===== config.mk =====
export PLATFORM = sky130hd
export DESIGN_NAME = finite_mod_pipe
export DESIGN_NICKNAME = d
export VERILOG_FILES = /design/src/rtl/fmp_pkg.sv /design/src/rtl/mod_reduce.sv /design/src/rtl/finite_mod_pipe.sv
export SDC_FILE = /design/constraint.sdc
export NUM_CORES = 1
export LEC_CHECK = 0
export CAP_MARGIN = 15
export CORE_MARGIN = 8
export CORE_UTILIZATION = 48
export DETAILED_ROUTE_END_ITERATION = 8
export PLACE_DENSITY = 0.83
export SKIP_LAST_GASP = 1
export SLEW_MARGIN = 20
export SYNTH_ARGS = -nofsm -noshare
export SYNTH_HDL_FRONTEND = slang
export SYNTH_SLANG_ARGS = --single-unit

===== constraint.sdc =====
create_clock -name clk -period 2.8 [get_ports clk]
set_clock_uncertainty 0.1 [all_clocks]
set_input_delay 0.7 -clock clk [delete_from_list [all_inputs] [get_ports clk]]
set_output_delay 0.7 -clock clk [all_outputs]
set_load 0.05 [all_outputs]

===== src/rtl/fmp_pkg.sv =====
// Shared types and helpers for the finite_mod_pipe block.
//   fmp_mode_e : per-sample operating mode (constant offset or running sum)
//   mod_add    : modular addition of two residues by one conditional subtract.
//                Both operands must already be < m, so one subtract is enough.
package fmp_pkg;

    typedef enum logic {
        FMP_OFFSET = 1'b0,
        FMP_ACCUM  = 1'b1
    } fmp_mode_e;

    function automatic logic [31:0] mod_add(input logic [31:0] a,
                                            input logic [31:0] b,
                                            input logic [31:0] m);
        logic [31:0] s;
        s = a + b;
        return (s >= m) ? (s - m) : s;
    endfunction

endpackage


===== src/rtl/mod_reduce.sv =====
// Combinational reduction of an unsigned sample into Z/MOD.
// Ports:
//   data_i : IN_W-bit unsigned sample
//   rem_o  : data_i % MOD, OUT_W bits, always < MOD
module mod_reduce
    import fmp_pkg::*;
#(
    parameter int IN_W  = 7,
    parameter int MOD   = 20,
    parameter int OUT_W = $clog2(MOD)
) (
    input  logic [IN_W-1:0]  data_i,
    output logic [OUT_W-1:0] rem_o
);

    // The remainder is < MOD <= 2**OUT_W, so the narrowing cast is lossless.
    assign rem_o = OUT_W'(32'(data_i) % 32'(MOD));

endmodule


===== src/rtl/finite_mod_pipe.sv =====
// Streaming modular-arithmetic unit over Z/MOD with a 2-stage pipeline.
// Each accepted sample is reduced mod MOD (stage 1), then either offset by
// OFFSET or added into a running modular accumulator (stage 2).
// Optional feature macro: FMP_WRAP_CNT_EN adds a saturating wrap counter.
// Ports:
//   clk, rst            : clock, synchronous active-high reset
//   in_valid/in_ready   : input handshake; in_data + in_mode travel together
//   clear               : synchronous accumulator clear (honoured while stalled)
//   out_valid/out_ready : output handshake; out_data held while stalled
//   wrap_cnt            : count of results whose raw sum reached MOD
//                         (present only with FMP_WRAP_CNT_EN)
module finite_mod_pipe
    import fmp_pkg::*;
#(
    parameter int IN_W   = 7,
    parameter int MOD    = 20,
    parameter int OFFSET = 6,
    parameter int OUT_W  = $clog2(MOD),
    parameter int WRAP_W = 8
) (
    input  logic              clk,
    input  logic              rst,
    input  logic              in_valid,
    output logic              in_ready,
    input  logic [IN_W-1:0]   in_data,
    input  logic              in_mode,
    input  logic              clear,
    output logic              out_valid,
    input  logic              out_ready,
    output logic [OUT_W-1:0]  out_data
`ifdef FMP_WRAP_CNT_EN
    ,
    output logic [WRAP_W-1:0] wrap_cnt
`endif
);

    if (MOD < 2 || MOD > (1 << IN_W) || OFFSET < 0 || OFFSET >= MOD ||
        WRAP_W < 1 || OUT_W != $clog2(MOD)) begin : g_param_chk
        $error("finite_mod_pipe: illegal parameter combination");
    end

    logic             stall;
    logic             accept;
    logic [OUT_W-1:0] red;

    logic [OUT_W-1:0] r_p1_q;
    fmp_mode_e        mode_p1_q;
    logic             vld_p1_q;

    logic [OUT_W-1:0] out_data_p2_q;
    logic             vld_p2_q;
    logic [OUT_W-1:0] acc_q;

    logic [OUT_W-1:0] acc_eff;
    logic [OUT_W-1:0] addend;
    logic [OUT_W-1:0] res_p1;
    logic             adv_p1;
    logic             acc_adv;

    // Global stall: a held result blocks every stage, including the input.
    assign stall     = vld_p2_q & ~out_ready;
    assign in_ready  = ~stall;
    assign accept    = in_valid & in_ready;
    assign out_valid = vld_p2_q;
    assign out_data  = out_data_p2_q;

    mod_reduce #(
        .IN_W  (IN_W),
        .MOD   (MOD),
        .OUT_W (OUT_W)
    ) u_reduce (
        .data_i (in_data),
        .rem_o  (red)
    );

    always_comb begin
        acc_eff = clear ? '0 : acc_q;
        addend  = (mode_p1_q == FMP_ACCUM) ? acc_eff : OUT_W'(OFFSET);
        res_p1  = OUT_W'(mod_add(32'(r_p1_q), 32'(addend), 32'(MOD)));
        adv_p1  = ~stall & vld_p1_q;
        acc_adv = adv_p1 & (mode_p1_q == FMP_ACCUM);
    end

    // ---- stage 1: reduced sample register ----
    always_ff @(posedge clk) begin
        if (rst) begin
            vld_p1_q <= 1'b0;
        end else if (accept) begin
            vld_p1_q <= 1'b1;
        end else if (!stall) begin
            vld_p1_q <= 1'b0;
        end
    end

    always_ff @(posedge clk) begin
        if (accept) begin
            r_p1_q    <= red;
            mode_p1_q <= fmp_mode_e'(in_mode);
        end
    end

    // ---- stage 2: result register and accumulator ----
    always_ff @(posedge clk) begin
        if (rst) begin
            vld_p2_q      <= 1'b0;
            out_data_p2_q <= '0;
        end else if (!stall) begin
            vld_p2_q <= vld_p1_q;
            if (vld_p1_q) begin
                out_data_p2_q <= res_p1;
            end
        end
    end

    // An advancing ACCUM sample already sees acc_eff = 0 under clear, so its
    // result is the correct post-clear accumulator value.
    always_ff @(posedge clk) begin
        if (rst) begin
            acc_q <= '0;
        end else if (acc_adv) begin
            acc_q <= res_p1;
        end else if (clear) begin
            acc_q <= '0;
        end
    end

`ifdef FMP_WRAP_CNT_EN
    logic [WRAP_W-1:0] wrap_cnt_q;
    logic              wrap_p1;

    function automatic logic [WRAP_W-1:0] sat_inc(input logic [WRAP_W-1:0] v);
        return (&v) ? v : (v + WRAP_W'(1));
    endfunction

    assign wrap_p1 = (32'(r_p1_q) + 32'(addend)) >= 32'(MOD);

    always_ff @(posedge clk) begin
        if (rst || clear) begin
            wrap_cnt_q <= '0;
        end else if (adv_p1 && wrap_p1) begin
            wrap_cnt_q <= sat_inc(wrap_cnt_q);
        end
    end

    assign wrap_cnt = wrap_cnt_q;
`endif

endmodule


Yosys cells after proc, flatten, opt, wreduce, memory -nomap -nowiden
Cells that the tools add are included.

word-level totals
  register bits = 18
  logic and storage cells = 24

operators by class
  $add $sub $neg = 2
  div/mod/pow operators = 1
  $lt $le $gt $ge = 1
  equality and inequality tests = 1
  multiplexer cells = 6
  bitwise gates (word level) = 6
  reductions and logical operators = 1

operators by type and width
  cell                  count
  $mod 7x5->32 const B  1
  $mux 5                4
  $add 5x5->6           1
  $ge 6x5->1 const B    1
  $sub 5x5->5 const B   1
  $and 1x1->1           4
  $mux 1                2
  $ne 2x1->1 const B    1
  $not 1->1             2
  $reduce_and 2->1      1

Depth between registers and ports, before layout
  depth after elaboration = 6
  depth in mapped cells = 12
  depth with buffers taken out = 12

Cells and area by module
Synthesis repeated with hierarchy kept, for this count alone.

second synthesis, totals
  cells, all modules = 149
  area, all modules = 1338.8 sq um

by module, submodules not included
  module           instances  cells each  area an instance (sq um)
  finite_mod_pipe  1          105         1028.5
  mod_reduce       1          44          310.3

Worst setup path before layout
OpenSTA, ideal clock, no wires.

  path type = input to register
  start point = input port clear
  end point = register acc_q[3]
  setup time = 0.087 ns
  arrival time = 2.839 ns
  slack = -0.226 ns
  stages = 10
  path through = o21ai_0 > ha_1 > a21o_1 > a21oi_1 > xor2_1 > ha_1 > nand2_1 > a21boi_1 > mux2_2 > o31ai_1

on the way
  longest elaborated chain between the ends = 6
  elaborated cells on any way between the ends = 7
  those cells by class = 2 x add/sub; 1 x order compare; 4 x mux

ends and longest elaborated chain
  what                                       RTL line                RTL
  start: declaration                         finite_mod_pipe.sv:27   input logic clear,
  $mux 5 *                                   --
  $mux 5                                     finite_mod_pipe.sv:78   addend = (mode_p1_q == FMP_ACCUM) ? acc_eff : OUT_W'(OFFSET);
  $add 5x5->6                                fmp_pkg.sv:16           s = a + b;
  $sub 5x5->5 or $ge 6x5->1 (tied branches)  fmp_pkg.sv:17           return (s >= m) ? (s - m) : s;
  $mux 5                                     fmp_pkg.sv:17
  $mux 5 *                                   finite_mod_pipe.sv:120  end else if (acc_adv) begin
  end signal: assignment                     finite_mod_pipe.sv:121  acc_q <= res_p1;
  end: declaration                           finite_mod_pipe.sv:52   logic [OUT_W-1:0] acc_q;

Every way passes the cells marked *; elsewhere a longest branch is shown, timed or not.
A chain may end at the register's enable or synchronous reset.

Worst setup path in the final report
Same ends and word-level chain as after synthesis.

==> results.tsv <==
metric	value	unit
status	completed	
total power	0.000836	W
Final Net Count	231	
Yosys reg bits	18	
Num CTS Buffers	3	
fin crit period	2.76	ns
DRC violations left	0	
FMAX	362	MHz
global-route wire length before repair	6300	um
Synth async-reset ratio	0	
Max Transition Viols Final	0	
Cells after Synth	152	
grt ovf	0	
Sw Pwr	0.000292	W
htree depth	1	
Startpoint Class	input port	
period utilization	0.987	
Yosys top cell area share	0.178	
root buffer cell	clkbuf_4	
Util after Layout	0.732	
Post-synth EDFFs	6	
die height	69.1	um
post-DP HPWL	2740	um
RR Startpoint	mode_p1_q$_DFFE_PP_	
Critical Path Fanout Max	4	
Power Internal	0.000544	W
Layout area overhead	46.6	%
Fin. Hold Viols	0	
Avg Cell Area, Syn	8.90	um^2
CP Launch Point	clear	
Routed WL	3750	um
Clock Sinks	18	
Initial Utilization	0.499	
Antenna Nets Post-Route	0	
crit path DAT	2.90	ns
Yosys cell types	54	
final setup vio count	0	
largest net degree at the start of global routing	11	
clock buffer depth	2	
worst setup path end	acc_q[3]$_SDFF_PP0_	
R2R Setup Slk	0.07	ns
CTS tree	done	
dominant synthesized flop cell	dfxtp_1	
top-count cell post-synth	a21oi_1	
CP Capture Type	flop	
top post-synthesis cells by area	dfxtp_1 (18%), edfxtp_1 (13%), ha_1 (7.4%)	
GPL Wtd Cong	0.851	
combinational fraction of design power	0.475	
die area	4770	um^2
total number of vias	1353	
Via density	5.66	
Syn Std Cell Area	1350	um^2
crit-path leading delay family	adder cells	
Clock Power Share	0.168	
MaxCap Viol Count	0	
number of I/O pins	20	
GRT Overall Usage	0.150	
1st-iter DRT viols	71	
Worst Tran Pin Value	0.528	ns
dpl cell area	1840	um^2
RSZ-0062 raised after global routing	yes	
number of antenna diodes	0	
switching share of power	0.349	
row count	19	
clk_lat worst skew	0.31	ns
Crit path largest cell delay	0.42	ns
worst path required time	2.94	ns
cell taking the most area after synthesis	dfxtp_1	
die width	69.1	um
WP depth	13	
total core area	2710	um^2
DRT Pass-1 Iters	4	
Port Buffer Count	19	
Buf/Inv on CP	2	
CP cell instances	buf_4 -> nor2b_4 -> and2_1 -> ha_2 -> fa_2 -> xnor2_2 -> inv_1 -> ha_2 -> nand2_2 -> nand2_2 -> a21boi_2 -> mux2_4 -> o31ai_2	
hold-fix buffer count after cts	0	
sequential area share after synthesis	0.311	
Post-synth top cells	a21oi_1 (14), dfxtp_1 (12), inv_1 (11)	
leakage	0.849	nW
critical path class	input port to flop	
Hold Path Class	flop to flop	
initial antenna violation count	0	
FF-to-FF End	acc_q[3]$_SDFF_PP0_	
Net Count, Synth	174	
synth warn	0	
number of global-route vias before repair	1425	
Cell Pwr Density	421	nW/um^2
Flop pwr share	0.357	
Worst-path clk slew	0.12	ns
Worst Reg-to-Reg Cells	12	
setup TNS	0	ns
WL/cell	15.7	um
max_slew headroom	0.647	
peak supply drop	0.442	mV
layout cells sized above 1	0.365	
CP max stage cell	fa_2	
final instance area	1980	um^2
## repair_timing
item	in CTS	in global routing
setup endpoints to repair	9	7
gates resized for setup	7	12
pin swaps	8	9
buffers inserted	4	2
## state kept, by name, summed over array words and instances, names as in the netlist
register / flops
vld_p1_q: 1
out_data: 5
acc_q: 5
r_p1_q: 5
out_valid: 1
mode_p1_q: 1
## worst min-delay path by stage
stage / from / endpoint / slack [ns] / cells after the start
after floorplan: vld_p1_q$_SDFFE_PP0P_ / out_valid$_SDFFE_PP0N_ / 0.35 / 2
after global placement: vld_p1_q$_SDFFE_PP0P_ / out_valid$_SDFFE_PP0N_ / 0.36 / 2
after detailed placement: vld_p1_q$_SDFFE_PP0P_ / out_valid$_SDFFE_PP0N_ / 0.37 / 2
after CTS: vld_p1_q$_SDFFE_PP0P_ / out_valid$_SDFFE_PP0N_ / 0.39 / 2
after global routing: vld_p1_q$_SDFFE_PP0P_ / out_valid$_SDFFE_PP0N_ / 0.43 / 2
final: vld_p1_q$_SDFFE_PP0P_ / out_valid$_SDFFE_PP0N_ / 0.39 / 2
## final cells by class
type | instances | area [um^2]
clock buffer | 3 | 22.5
clock inverter | 1 | 3.75
fill | 185 | 727
inverter | 12 | 45.0
multi-input combinational | 115 | 950
sequential | 18 | 420
tap | 31 | 38.8
timing repair buffer | 59 | 503
## tightest hold or removal path: stages (launching register included)
cell and delay, ns:
dfxtp_1 0.33, inv_1 0.07, a21oi_1 0.06
## power by group through the flow
| stage | Sequential, W | Combinational, W | Clock [W] |
|---|---|---|---|
| global route | 0.000300 | 0.000427 | 0.000154 |
| CTS | 0.000299 | 0.000368 | 0.000141 |
| detailed placement | 0.000305 | 0.000351 | 0 |
| finish | 0.000299 | 0.000397 | 0.000140 |
| global placement | 0.000304 | 0.000336 | 0 |
| floorplan | 0.000327 | 0.000195 | 0 |
## stage by stage
step / cells / hold WS (ns) / worst slack (ns)
final: 239 / 0.390 / 0.0362
after global routing: 239 / 0.434 / -0.0472
after CTS: 237 / 0.390 / 0.00177
after detailed placement: 229 / 0.374 / -0.773
after global placement: 229 / 0.363 / -0.668
after floorplan: 152 / 0.350 / -0.00472
## cells in the final DEF (no fill, tap or decap), types with 2 or more instances in the layout
cell type | netlist | final
nor2_1 | 9 | 9
a211oi_1 | 2 | 2
nand4_1 | 2 | 2
inv_2 | 1 | 2
nand2_2 | 0 | 2
dfxtp_1 | 12 | 12
nor2b_4 | 1 | 2
nor3_1 | 3 | 3
inv_1 | 11 | 10
edfxtp_1 | 6 | 6
nand3_1 | 2 | 2
buf_4 | 2 | 41
ha_2 | 0 | 3
and2_1 | 5 | 5
a21oi_2 | 1 | 2
o21ai_4 | 1 | 2
dlymetal6s2s_1 | 0 | 2
nand2b_1 | 3 | 2
ha_1 | 8 | 4
xnor2_1 | 4 | 3
mux2i_1 | 3 | 3
o21ai_0 | 8 | 7
clkdlybuf4s50_1 | 0 | 15
and3_1 | 4 | 3
nor2b_1 | 3 | 2
clkbuf_4 | 0 | 3
a21oi_1 | 14 | 13
o21a_1 | 2 | 2
o31ai_1 | 4 | 3
a21o_1 | 2 | 2
nand2_1 | 7 | 5
## logic make-up after synthesis
family          share of synthesized area
simple gates                        0.194
mux                                0.0305
buf+inv                            0.0703
fa+ha+maj                          0.0971
compound gates                      0.258
xor+xnor                           0.0389
flops                               0.311
## metal layers
metal	up-vias	global-route usage	wire [um]	part of all wire
met5	-	0	0	0
met4	0	0.0478	52	0.014
met3	6	0.0286	140	0.037
met2	39	0.273	1960	0.52
met1	641	0.170	1590	0.42
li1	667	-	-	-
Power figures use the tool's default switching activity.
